File: config.mk
export PLATFORM = sky130hd
export DESIGN_NAME = enable_sw_debounce
export DESIGN_NICKNAME = d
export VERILOG_FILES = /design/src/rtl/enable_sw_debounce.sv
export SDC_FILE = /design/constraint.sdc
export NUM_CORES = 1
export LEC_CHECK = 0
export BUFFER_PORTS_ARGS = -buffer_cell sky130_fd_sc_hd__buf_2
export CAP_MARGIN = 0
export CORE_ASPECT_RATIO = 0.75
export CORE_MARGIN = 2
export CORE_UTILIZATION = 25
export DETAILED_ROUTE_END_ITERATION = 7
export PLACE_DENSITY = 0.48
export SLEW_MARGIN = 10
export SYNTH_ARGS = -nofsm -noshare
export SYNTH_HDL_FRONTEND = slang
export SYNTH_SLANG_ARGS = --single-unit
File: constraint.sdc
create_clock -name sysclk -period 2.4 [get_ports sysclk]
set_input_delay 0.12 -clock sysclk [delete_from_list [all_inputs] [get_ports sysclk]]
set_output_delay 0.12 -clock sysclk [all_outputs]
set_load 0.005 [all_outputs]
File: src/rtl/enable_sw_debounce.sv
// Slide-switch conditioner: 2-flop sync + per-bit counter debounce, 1-cycle toggle strobes.
// Latency 1+DEBOUNCE_CYCLES edges from the capturing edge; no backpressure, outputs always valid.
module enable_sw_debounce #(
   parameter int unsigned DEBOUNCE_CYCLES = 50000
) (
   input  logic       sysclk,
   input  logic       rst_n,
   input  logic [3:0] SW_raw,
   output logic [3:0] Enable_SW,
   output logic [3:0] SW_Edge,
   output logic       Mode_Change
);

   typedef enum logic {ST_STABLE, ST_PENDING} state_t;

   localparam logic [15:0] LAST = 16'(DEBOUNCE_CYCLES - 1);

   logic [3:0]  r_s1;
   logic [3:0]  r_s2;
   logic [3:0]  r_en;
   logic [3:0]  r_edge;
   logic        r_mode;
   state_t      r_state [4];
   logic [15:0] r_cnt   [4];
   logic [3:0]  w_accept;

   // A channel accepts when its new level has survived the full count.
   always_comb begin
      w_accept = '0;
      for (int i = 0; i < 4; i++) begin
         w_accept[i] = (r_state[i] == ST_PENDING) && (r_s2[i] != r_en[i]) && (r_cnt[i] == LAST);
      end
   end

   always_ff @(posedge sysclk or negedge rst_n) begin
      if (!rst_n) begin
         r_s1   <= '0;
         r_s2   <= '0;
         r_en   <= '0;
         r_edge <= '0;
         r_mode <= 1'b0;
         for (int i = 0; i < 4; i++) begin
            r_state[i] <= ST_STABLE;
            r_cnt[i]   <= '0;
         end
      end else begin
         r_s1   <= SW_raw;
         r_s2   <= r_s1;
         r_edge <= w_accept;
         r_mode <= |w_accept;
         for (int i = 0; i < 4; i++) begin
            case (r_state[i])
               ST_STABLE: begin
                  if (r_s2[i] != r_en[i]) begin
                     r_state[i] <= ST_PENDING;
                     r_cnt[i]   <= 16'd1;
                  end
               end
               ST_PENDING: begin
                  if (r_s2[i] == r_en[i]) begin
                     r_state[i] <= ST_STABLE;
                     r_cnt[i]   <= '0;
                  end else if (w_accept[i]) begin
                     r_en[i]    <= r_s2[i];
                     r_state[i] <= ST_STABLE;
                     r_cnt[i]   <= '0;
                  end else begin
                     r_cnt[i]   <= r_cnt[i] + 16'd1;
                  end
               end
               default: begin
                  r_state[i] <= ST_STABLE;
                  r_cnt[i]   <= '0;
               end
            endcase
         end
      end
   end

   assign Enable_SW   = r_en;
   assign SW_Edge     = r_edge;
   assign Mode_Change = r_mode;

endmodule

==> flow_summary_export.csv <==
group,metric,value,unit
placed_design,dp_hpwl,7080,um
yosys,synthFlopType,"dfrtp_1",
global_route,grt_antenna_before_repair,0,
yosys,synth_edf_count,0,
yosys,synth_cell_types,50,
clocking,cts-root-buf,"clkbuf_16",
timing,tightestPinTransition,0.985,ns
timing,setup_viol,0,
timing,fmax,451,MHz
critical_path,cp_max_fo,10,
yosys,synth_simple_gate_area_share,27.6,%
timing,skew,0.00808,ns
timing,hold_viol,0,
die,pin_count,15,
die,fp.dieArea,18600,sq um
power,p_leak,0.00215,uW
clocking,clk_latency,0.35,ns
critical_path,worst_path_most_repeated_cell,"a21o_1",
critical_path,cp_num_buf_inv,0,
critical_path,crit_type,"register to register",
critical_path,regToRegSetupSlack,0.18,ns
clocking,cts_tree,"done",
die,start_util,25.7,%
die,core_region_area,17000,sq um
power,ir_drop,0.558,mV
die,die_y,118,um
yosys,synth_top_family_by_area,"simple AND/OR/NAND/NOR gates",
critical_path,crit_family,"simple AND/OR/NAND/NOR gates",
placed_design,portBuffers,14,
clocking,clk_pin_slew,0.07,ns
global_route,grt_pass1_wl,17700,um
job,drv_cap,0,
layout,fin_cells,739,
routing,vias,3706,
yosys,synth_area_per_cell,9.23,sq um
global_route,grt_max_degree,64,
min_path,hold_path_class,"primary input to asynchronous set/reset pin",
clocking,h-tree-depth,3,
timing,holdWs,0.197,ns
layout,fillers,1749,
die,die-width,157,um
timing,maxSlewViolCount,0,
layout,syn_to_final_growth,18.1,%
timing,layout_min_cycle_time,2.22,ns
placed_design,gp_congestion,0.892,
routing,first_pass_iters,5,
status,status,"finished, final reports clean",
die,core.rowCount,41,
placed_design,dp_worst_setup_slack,0.234,ns
timing,max_slew_margin,34.1,%
yosys,synth_xor_xnor_area_share,1.20,%
yosys,syn_inst,473,
yosys,netlist_area,4370,sq um
yosys,ys_seq_elements,85,
critical_path,cp_num_cells,5,
global_route,overflow,0,
clocking,cts.path.max_buffers,2,
layout,drive_above_1_share,11.1,%
routing,drtIter0Drc,311,
layout,fin_nets,508,
global_route,grt_pass1_vias,3445,
yosys,synthMuxAreaShare,1.72,%
critical_path,max_stage_delay,0.56,ns
placed_design,placedCellCount,718,
critical_path,cp_cell_sequence,"or4b_1 > or3_4 > o21a_1 > a21o_1 > a21o_1",
critical_path,end_kind,"register",
yosys,synthesis.nets,483,
layout,final_cell_mix,"85 x dfrtp_1, 51 x nand2_1, 40 x nand3_1",
clocking,cts_buffers,9,
layout,antennaDiodeCount,0,
clocking,cts.sinks,85,
routing,post_drt_wl_per_cell,14.0,um
yosys,ys_warn_count,0,
critical_path,reg2regPathDepth,5,
timing,layout_setup_ws,0.181,ns
yosys,synthArstFlopShare,100,%
timing,fin_crit_sh,92.4,%
yosys,synthAdderAreaFrac,1.15,%
critical_path,start_kind,"register",
routing,ant_nets,0,
critical_path,cp.arrival,2.47,ns
layout,finish.utilization,30.4,%
layout,layout_commonest_cell,"dfrtp_1",
critical_path,cp.required,2.65,ns
critical_path,critPathSlowestCell,"or4b_1",
global_route,grtUsageTotal,12.0,%
timing,rsz0062_at_grt,"false",
yosys,synth_compound_area_share,16.4,%
clocking,post-cts-setup-buffers,0,
routing,drt-total-wl,10400,um
power,power_density,649,nW/um^2
timing,final.setup.tns,0,ns
yosys,seq_area_frac_synth,48.7,%
routing,vias_per_cell,5.01,
routing,drc,0,
[final timing paths]
| path | start | to |
|---|---|---|
| max | r_cnt[39]$_DFFE_PN0P_ | r_cnt[35]$_DFFE_PN0P_ |
| min | rst_n | r_cnt[29]$_DFFE_PN0P_ |
| max reg2reg | r_cnt[39]$_DFFE_PN0P_ | r_cnt[35]$_DFFE_PN0P_ |
| min reg2reg | r_s1[2]$_DFF_PN0_ | r_s2[2]$_DFF_PN0_ |
| max in group asynchronous | rst_n | r_state[2]$_DFF_PN0_ |
| min in group sysclk | r_s1[2]$_DFF_PN0_ | r_s2[2]$_DFF_PN0_ |
[per-layer routing]
layer | vias to the layer above | part of all wire (%) | track usage (%) | wire (um)
met2 | 78 | 43 | 16.9 | 4480
met3 | 13 | 4.6 | 4.00 | 477
met1 | 1808 | 51 | 17.1 | 5270
met4 | 0 | 1.3 | 3.90 | 136
met5 | - | 0 | 0 | 0
li1 | 1807 | - | - | -
[cells by family after synthesis]
group           after synthesis
fa+ha+maj                     4
xor+xnor                      6
buf+inv                      33
simple gates                222
compound gates              116
mux                           7
flops                        85
[worst register-to-register path, cell delays in order, from the launching register on]
cell	delay [ns]
dfrtp_1	0.44
or4b_1	0.56
or3_4	0.40
o21a_1	0.33
a21o_1	0.22
a21o_1	0.17
[power breakdown]
part	leakage, uW	internal [uW]	switching [uW]
Combinational	0.000833	68.6	125
Sequential	0.00115	1470	43.2
Clock	0.000168	1020	621
[stage by stage]
| step | total power [uW] | instance area [sq um] |
|---|---|---|
| floorplan | 1640 | 4370 |
| CTS | 3400 | 5160 |
| global placement | 1720 | 4760 |
| global route | 3510 | 5160 |
| finish | 3350 | 5160 |
| detailed placement | 1730 | 4760 |
[state kept, by name, indices dropped and copies added (netlist names)]
signal and count:
Enable_SW 4, r_cnt 64, Mode_Change 1, r_s1 4, r_state 4, SW_Edge 4, r_s2 4
[cells in the mapped netlist (5+ instances only)]
cell	count	share of area, %
nor4_1	8	1.1
dfrtp_1	85	49
and2_1	7	1.0
a21oi_1	21	2.4
inv_1	15	1.3
and3_1	7	1.0
nor2_1	31	2.7
or3_1	12	1.7
nand2_1	51	4.4
a21o_1	8	1.4
clkbuf_1	12	1.0
o21ai_0	35	4.0
and4_1	5	1.0
a31oi_1	28	4.0
nor3_1	16	1.8
nand4_1	15	2.1
nand3_1	40	4.6
a22o_1	6	1.2
[what timing repair did]
item / CTS / global route
setup endpoints to repair: 0 / 0
hold buffers: 5 / 0
resized for setup: 0 / 0
hold endpoints to repair: 26 / 0
[layout make-up]
type                       count  area [sq um]  area share, %
clock inverter                 7           123           2.38
timing repair buffer          32           233           4.51
clock buffer                   9           225           4.36
tap                          236           295           5.72
sequential                    85          2130           41.2
inverter                      15          56.3           1.09
multi-input combinational    355          2100           40.7
Note: power is estimated with default switching activity, not from simulation.
